`src/rtl/pt2272_decoder_param.sv`:
```
// PT2262-style trinary frame receiver. Tick-sampled run-length pulse classification,
// parametrised address/data widths and repeat-match acceptance before publishing D.
module pt2272_decoder_param #(
    parameter int ADDR_TRITS  = 8,
    parameter int DATA_BITS   = 4,
    parameter int CLK_DIV     = 250,
    parameter int TOL         = 1,
    parameter int MATCH_COUNT = 2,
    parameter int LATCH       = 1,
    parameter int LOSS_TICKS  = 200
) (
    input  logic                    clk,
    input  logic                    reset,
    input  logic [2*ADDR_TRITS-1:0] A,
    input  logic                    cod_i,
    output logic [DATA_BITS-1:0]    D,
    output logic                    dv,
    output logic                    vt
);
    localparam int NSYM    = ADDR_TRITS + DATA_BITS;
    localparam int DIV_W   = (CLK_DIV > 1) ? $clog2(CLK_DIV) : 1;
    localparam int IDX_W   = $clog2(NSYM + 1);
    localparam int SYNC_LO = 100;

    typedef enum logic [1:0] {HUNT, RX, CHECK} state_t;

    function automatic logic [7:0] sat_inc(input logic [7:0] x);
        return (x == 8'hFF) ? x : x + 8'd1;
    endfunction

    function automatic logic in_win(input logic [7:0] x, input int c);
        int v;
        v = int'(x);
        return (v >= c - TOL) && (v <= c + TOL);
    endfunction

    // Stage p0/p1: two-flop synchroniser on the asynchronous code input
    logic cod_p0, cod_p1;
    always_ff @(posedge clk) begin
        if (reset) begin
            cod_p0 <= 1'b0;
            cod_p1 <= 1'b0;
        end else begin
            cod_p0 <= cod_i;
            cod_p1 <= cod_p0;
        end
    end

    logic [DIV_W-1:0] div_cnt;
    logic             tick;
    assign tick = (div_cnt == DIV_W'(CLK_DIV - 1));

    always_ff @(posedge clk) begin
        if (reset)     div_cnt <= '0;
        else if (tick) div_cnt <= '0;
        else           div_cnt <= div_cnt + DIV_W'(1);
    end

    // Tick stage: run-length measurement of the synchronised level
    logic       lvl;
    logic [7:0] hi_cnt, lo_cnt;
    logic       rise, fall, lo_step;
    assign rise    = tick &  cod_p1 & ~lvl;
    assign fall    = tick & ~cod_p1 &  lvl;
    assign lo_step = tick & ~cod_p1 & ~lvl;

    always_ff @(posedge clk) begin
        if (reset) begin
            lvl    <= 1'b0;
            hi_cnt <= '0;
            lo_cnt <= '0;
        end else if (tick) begin
            lvl <= cod_p1;
            if (rise) begin
                hi_cnt <= 8'd1;
                lo_cnt <= 8'd0;
            end else if (cod_p1) begin
                hi_cnt <= sat_inc(hi_cnt);
            end else if (fall) begin
                lo_cnt <= 8'd1;
            end else begin
                lo_cnt <= sat_inc(lo_cnt);
            end
        end
    end

    // A rising edge after a sync-length low opens a frame and is not a pulse
    logic pulse_ev, is_s, is_g, pulse_bad, sync_ev, loss_ev;
    assign pulse_ev  = rise && (lo_cnt < 8'(SYNC_LO));
    assign is_s      = in_win(hi_cnt, 4) && in_win(lo_cnt, 12);
    assign is_g      = in_win(hi_cnt, 12) && in_win(lo_cnt, 4);
    assign pulse_bad = ~is_s & ~is_g;
    assign sync_ev   = lo_step && (lo_cnt == 8'(SYNC_LO - 1)) && in_win(hi_cnt, 4);
    assign loss_ev   = lo_step && (lo_cnt == 8'(LOSS_TICKS - 1));

    state_t             state, state_nxt;
    logic [IDX_W-1:0]   sym_idx;
    logic               half, first_g;
    logic               abort, sym_done;
    logic [1:0]         sym_code;
    logic [2*ADDR_TRITS-1:0] rx_addr;
    logic [DATA_BITS-1:0]    rx_data;

    // Trit codes: 00 = 0, 01 = 1, 10 = F (short-long pair)
    assign sym_code = (first_g != is_g) ? 2'b10 : {1'b0, is_g};

    always_ff @(posedge clk) begin
        if (reset) state <= HUNT;
        else       state <= state_nxt;
    end

    always_comb begin
        state_nxt = state;
        abort     = 1'b0;
        sym_done  = 1'b0;
        case (state)
            HUNT: begin
                if (sync_ev) state_nxt = RX;
            end
            RX: begin
                if (sync_ev) begin
                    if (sym_idx == IDX_W'(NSYM) && !half) state_nxt = CHECK;
                    else                                   abort = 1'b1;
                end else if (pulse_ev) begin
                    if (pulse_bad || sym_idx == IDX_W'(NSYM))              abort = 1'b1;
                    else if (half && first_g && !is_g)                      abort = 1'b1;
                    else if (half && sym_idx >= IDX_W'(ADDR_TRITS) && first_g != is_g)
                                                                            abort = 1'b1;
                    else if (half)                                          sym_done = 1'b1;
                end
            end
            CHECK:   state_nxt = RX;
            default: state_nxt = HUNT;
        endcase
        if (loss_ev) abort = 1'b1;
        if (abort)   state_nxt = HUNT;
    end

    always_ff @(posedge clk) begin
        if (reset) begin
            sym_idx <= '0;
            half    <= 1'b0;
        end else if (state != RX) begin
            sym_idx <= '0;
            half    <= 1'b0;
        end else if (pulse_ev) begin
            half <= ~half;
            if (sym_done) sym_idx <= sym_idx + IDX_W'(1);
        end
    end

    // Address trits fill from trit 0; data arrives MSB first
    always_ff @(posedge clk) begin
        if (pulse_ev && !half) first_g <= is_g;
        for (int i = 0; i < ADDR_TRITS; i++)
            if (sym_done && int'(sym_idx) == i) rx_addr[2*i +: 2] <= sym_code;
        for (int j = 0; j < DATA_BITS; j++)
            if (sym_done && int'(sym_idx) == NSYM - 1 - j) rx_data[j] <= is_g;
    end

    logic addr_ok;
    always_comb begin
        addr_ok = 1'b1;
        for (int i = 0; i < ADDR_TRITS; i++)
            if (rx_addr[2*i +: 2] != (A[2*i+1] ? 2'b10 : {1'b0, A[2*i]}))
                addr_ok = 1'b0;
    end

    // CHECK stage: repeat-match acceptance and output update
    logic [2:0]           mcnt, mcnt_inc;
    logic [DATA_BITS-1:0] cand;
    assign mcnt_inc = (mcnt < 3'(MATCH_COUNT)) ? mcnt + 3'd1 : mcnt;

    always_ff @(posedge clk) begin
        if (reset) begin
            D    <= '0;
            dv   <= 1'b0;
            vt   <= 1'b0;
            mcnt <= '0;
            cand <= '0;
        end else begin
            dv <= 1'b0;
            if (abort) begin
                mcnt <= '0;
                vt   <= 1'b0;
                if (LATCH == 0) D <= '0;
            end else if (state == CHECK) begin
                if (!addr_ok) begin
                    mcnt <= '0;
                    vt   <= 1'b0;
                    if (LATCH == 0) D <= '0;
                end else if (rx_data == cand) begin
                    mcnt <= mcnt_inc;
                    if (mcnt_inc == 3'(MATCH_COUNT) && mcnt != 3'(MATCH_COUNT)) begin
                        D  <= cand;
                        dv <= 1'b1;
                        vt <= 1'b1;
                    end
                end else begin
                    cand <= rx_data;
                    mcnt <= 3'd1;
                    if (MATCH_COUNT == 1) begin
                        D  <= rx_data;
                        dv <= 1'b1;
                        vt <= 1'b1;
                    end else begin
                        vt <= 1'b0;
                        if (LATCH == 0) D <= '0;
                    end
                end
            end
        end
    end
endmodule
```
`config.mk`:
```
export PLATFORM = sky130hd
export DESIGN_NAME = pt2272_decoder_param
export DESIGN_NICKNAME = d
export VERILOG_FILES = /design/src/rtl/pt2272_decoder_param.sv
export SDC_FILE = /design/constraint.sdc
export NUM_CORES = 1
export LEC_CHECK = 0
export ABC_AREA = 1
export CAP_MARGIN = 15
export CORE_MARGIN = 2
export CORE_UTILIZATION = 55
export CTS_CLUSTER_DIAMETER = 50
export CTS_CLUSTER_SIZE = 40
export DETAILED_ROUTE_END_ITERATION = 7
export PLACE_DENSITY = 0.75
export SETUP_SLACK_MARGIN = 0.1
export SYNTH_ARGS = -nofsm -noshare
export SYNTH_HDL_FRONTEND = slang
export SYNTH_SLANG_ARGS = --single-unit
```
`constraint.sdc`:
```
create_clock -name clk -period 3.8 [get_ports clk]
set_clock_uncertainty 0.2 [all_clocks]
set_input_delay 0.57 -clock clk [delete_from_list [all_inputs] [get_ports clk]]
set_output_delay 0.57 -clock clk [all_outputs]
set_load 0.1 [all_outputs]
```
# After elaboration in Yosys (flattened, before gate mapping)
# Index checks and enable logic that the tools add are counted.
[word_totals]
ff_bits = 68
inputBits = 19
out_inout_bits = 6
wordCells = 193
[op_classes]
addsub = 5
n_lt_le_gt_ge = 11
n_eq_ne = 39
muxes = 50
bitwise = 15
reduce_logical = 46
[ops]
columns = ["operator", "n"]
rows = [
  ["2-to-1 mux 8 bit", 7],
  ["equality test 4 bit, second input constant", 9],
  ["equality test 8 bit, second input constant", 4],
  ["logical AND 1 bit", 29],
  ["2-to-1 mux 1 bit", 27],
  ["adder 8 x 1 -> 8 bit, second input constant", 3],
  ["2-to-1 mux 2 bit", 12],
  [">= comparator 8 x 2 -> 1 bit, second input constant", 2],
  [">= comparator 8 x 4 -> 1 bit, second input constant", 2],
  ["less-or-equal comparator 8 x 3 -> 1 bit, second input constant", 2],
  ["less-or-equal comparator 8 x 4 -> 1 bit, second input constant", 2],
  ["inequality test 2 bit", 8],
  ["2-to-1 mux 3 bit", 3],
  ["inverter 1 bit", 9],
  ["AND reduction 3 bit", 3],
  ["equality test 4 x 3 -> 1 bit, second input constant", 2],
  ["equality test 8 x 7 -> 1 bit, second input constant", 1],
  ["less-than comparator 8 x 7 -> 1 bit, second input constant", 1],
  ["inequality test 2 bit, second input constant", 4],
  ["bitwise AND 1 bit", 6],
  ["inequality test 3 x 2 -> 1 bit, second input constant", 2],
  ["one-hot mux 2 bit (3 select lines)", 1],
  ["OR reduction 2 bit", 3],
  ["AND reduction 5 bit", 1],
  ["20 further kinds", 23],
]

# Logic depth before layout (Yosys ltp)
[depth]
ltp_word = 14
ltp_mapped = 18
depth_no_buf = 18

# Worst setup path after synthesis
# OpenSTA, ideal clock, no wires.
[synth_timing]
path_type = "reg-to-reg"
startpoint = "register div_cnt[0]"
endpoint = "register rx_addr[0] (enable)"
setup_ps = 309
arrival_ps = 1729
setup_slack_ps = 1562
stages_incl_launch_ff = 12
path_buffers = 0
period_less_slack_ps = 2238
cell_sequence = "dfxtp_1 ha_1 nand2_2 nor3b_4 nand2_2 nor2_4 nand2_2 nor2_4 nand4_4 nor2_8 nand2_1 nor2_1"
[synth_via]
elab_chain_cells = 8
elab_cells_between_ends = 12
[synth_rtl]
columns = ["element", "line", "text"]
rows = [
  ["from (decl)", "49", "logic [DIV_W-1:0] div_cnt;"],
  ["from (signal assigned)", "56", "else div_cnt <= div_cnt + DIV_W'(1);"],
  ["equality test 8 bit (*)", "51", "assign tick = (div_cnt == DIV_W'(CLK_DIV - 1));"],
  ["bitwise AND 1 bit (on tied branches) (2 in series)", "63, 65", ""],
  ["logical AND 1 bit (on tied branches)", "89, 93", ""],
  ["2-to-1 mux 1 bit or logical AND 1 bit (tied branches)", "124, 93", ""],
  ["2-to-1 mux 1 bit (*)", "121", "if (sync_ev) begin"],
  ["2-to-1 mux 1 bit (*)", "116", "case (state)"],
  ["logical AND 1 bit (*)", "156", "if (sym_done && int'(sym_idx) == i) rx_addr[2*i +: 2] <= sym_code;"],
  ["to (decl)", "101", "logic [2*ADDR_TRITS-1:0] rx_addr;"],
]
# Every way passes the cells marked *; elsewhere a longest branch is shown, timed or not.
# A chain may end at the register's enable or synchronous reset.

# Worst setup path in the final report
[layout_timing]
startpoint = "register D[2]"
endpoint = "output D[2]"
[layout_lines]
columns = ["element", "line", "text"]
rows = [
  ["from (decl)", "16", "output logic [DATA_BITS-1:0] D,"],
  ["from (signal assigned)", "195", "D <= cand;"],
  ["from (signal assigned)", "203", "D <= rx_data;"],
]
# No word-level cell between the ends.

==> flow_metrics.tcl <==
set metrics [dict create \
    clock.fmax_mhz 387.7 \
    max_stage_delay_ps 1130 \
    nFillCells 572 \
    first_global_vias 2936 \
    wl_per_cell_um 11.77 \
    synth.distinct_cells 38 \
    grtUsageTotal 0.2023 \
    required_ps 3030 \
    dieHeight_um 86.46 \
    grt_pass1_wl_um 11960 \
    routed_wl_um 7004 \
    status "complete, no violations" \
    tightest_slew_ps 962.5 \
    cp.arrival_ps 1810 \
    ctsHoldBuffers 0 \
    dp_hpwl_um 5418 \
    drive_gt1_frac 0.09126 \
    cts_tree "built" \
    relSlewSlack 0.3564 \
    fin_crit_sh 0.6788 \
    dieWidth_um 86.46 \
    crit_family "buffers and inverters" \
    fin_crit_ps 2579 \
    hold_violations 0 \
    ant_nets 0 \
    antennaDiodeCount 0 \
    seq_area_mm2 0.001572 \
    clk_latency_ps 340 \
    drtIter0Drc 111 \
    cts_buffers 9 \
    clockRootBuffer "clkbuf_8" \
    yosysWarnings 0 \
    h-tree-depth 3 \
    final_nets 544 \
    path_clk_slew_ps 70 \
    portBuffers 24 \
    critPathMaxFanout 2 \
    dieArea_mm2 0.007475 \
    worst-setup-path-type "register to primary output" \
    syn2layout_area_growth_pct 13.28 \
    grt_max_degree 14 \
    ctsResizeCount 0 \
    fin_setup_tns_ps 0 \
    crit_path_start_kind "register" \
    setup_viol 0 \
    num_rows 30 \
    gr-total-overflow 0 \
    multiInputGateArea_mm2 0.001810 \
    clkSinkCount 68 \
    max_cap_violations 0 \
    fin_ws_ps 1221 \
    syn_inst 478 \
    antenna_found_initial 0 \
    async_reset_ff_frac 0 \
    clock_path_buffers 2 \
    powerDensity_mw_per_mm2 321.7 \
    drc 0 \
    syn_area_per_cell_um2 7.824 \
    ir_drop_uv 204.5 \
    ys_ff_latch 68 \
    core_area_mm2 0.006681 \
    pre_cts_slack_ps 990.4 \
    via_count 2968 \
    crit_slowest_cell "clkdlybuf4s50_1" \
    routed_via_density 4.988 \
    slew_viol_final 0 \
    hold_path.class "register to register" \
    boundaryPins 25 \
    worstSetupEndpointType "primary output" \
    gp_congestion 0.8441 \
    rsz0062_at_grt "false" \
    start_util 0.5597 \
    syn_nets 512 \
    synthesis.area_mm2 0.003740 \
    crit_buf_inv 1 \
    path_cells "clkdlybuf4s50_1" \
    first_pass_iters 4 \
    seq_area_frac_synth 0.4202 \
    synthFlopType "dfxtp_1" \
    p_leak_uw 0.001691 \
    cts_setup_buffers 0 \
    synth_enable_flop_cells 21 \
]
## metrics by stage
stage / power [µW] / util / area (µm²) / cells / hold WS (ps)
finish: 1363 / 0.6341 / 4237 / 595 / 229.1
global route: 1414 / 0.6341 / 4237 / 595 / 264.8
CTS: 1383 / 0.6341 / 4237 / 595 / 232.2
detailed placement: 819.8 / 0.6066 / 4053 / 579 / 218.3
global placement: 818.4 / 0.6066 / 4053 / 579 / 191.2
floorplan: 793.9 / - / 3740 / 478 / 188.3
## sequential cells by signal (all words and copies together) (netlist names), 2 cells and up
signal and count:
D 4, hi_cnt 8, sym_idx 4, lo_cnt 8
rx_data 4, state 2, div_cnt 8, rx_addr 16
cand 4, mcnt 3
## final cells by class
type / instances / area share
tap: 80 / 0.02363
multi-input combinational: 320 / 0.4273
clock inverter: 5 / 0.01240
clock buffer: 11 / 0.03101
inverter: 86 / 0.07620
sequential: 68 / 0.3709
timing repair buffer: 25 / 0.05848
## cells in the mapped netlist, types with 4 or more instances
| library cell | instances | area, µm² |
|---|---|---|
| nand2_1 | 82 | 307.8 |
| nor2_1 | 82 | 307.8 |
| inv_1 | 81 | 304.0 |
| dfxtp_1 | 47 | 940.9 |
| edfxtp_1 | 21 | 630.6 |
| nand4_1 | 16 | 100.1 |
| a21oi_1 | 15 | 75.07 |
| ha_1 | 15 | 187.7 |
| nor3_1 | 15 | 75.07 |
| o21ai_0 | 15 | 75.07 |
| xor2_1 | 12 | 105.1 |
| nand3_1 | 11 | 55.05 |
| xnor2_1 | 11 | 96.34 |
| nand3_2 | 7 | 70.07 |
| a211oi_1 | 5 | 37.54 |
| nor2_2 | 5 | 31.28 |
| nand2_2 | 4 | 25.02 |
## power breakdown
part / total, µW / leakage [µW] / switching [µW] / internal [µW]
sequential: 750 / 0.000567 / 3.03 / 747
clock: 560 / 0.0000931 / 260 / 300
combinational: 53.6 / 0.00103 / 24.8 / 28.8
## cells by family after synthesis
group                    Yosys count  synth area share
AND/OR/NAND/NOR                  240            0.3165
adder cells (fa/ha/maj)           15           0.05018
AO/OA/AOI/OAI                     42           0.06357
flip-flops                        68            0.4202
buffers and inverters             90           0.09568
XOR/XNOR                          23           0.05386
## layer usage
layer | vias up | share of wire | global-route usage
met3 | 11 | 0.037 | 0.04381
li1 | 1582 | - | -
met2 | 41 | 0.49 | 0.3559
met5 | - | 0 | 0
met1 | 1334 | 0.45 | 0.2328
met4 | 0 | 0.019 | 0.09659
## layout by cell type (no fill, tap or decap), types with 2 or more instances in the layout
cell type	instances
nor2_1	82
o21ai_0	15
a31oi_1	2
a21oi_1	15
nor3b_1	2
nand2_1	82
nor2_2	5
dfxtp_1	47
inv_2	3
clkbuf_1	2
nand2_4	3
clkinv_1	2
a211oi_1	5
nand3_1	11
clkdlybuf4s50_1	24
xor2_1	12
nand3_2	7
nor4_1	2
edfxtp_1	21
clkbuf_8	9
inv_1	81
ha_1	15
nand3b_1	2
nor2_4	2
nand4_1	16
o22ai_1	2
nand2_2	4
clkinv_2	3
nor3_1	15
nand4_4	2
xnor2_1	11
## worst paths after layout
path	startpoint	end	slack [ps]	cells after the start
worst min register to register	cod_p0$_SDFF_PP0_	cod_p1$_SDFF_PP0_	230	2
worst min-delay path	cod_p0$_SDFF_PP0_	cod_p1$_SDFF_PP0_	230	2
worst max-delay path	D[2]$_SDFFE_PP0P_	D[2]	1220	1
worst max register to register	div_cnt[0]$_SDFF_PP0_	rx_addr[13]$_DFFE_PP_	1270	11
Note: power is estimated with default switching activity, not from simulation.
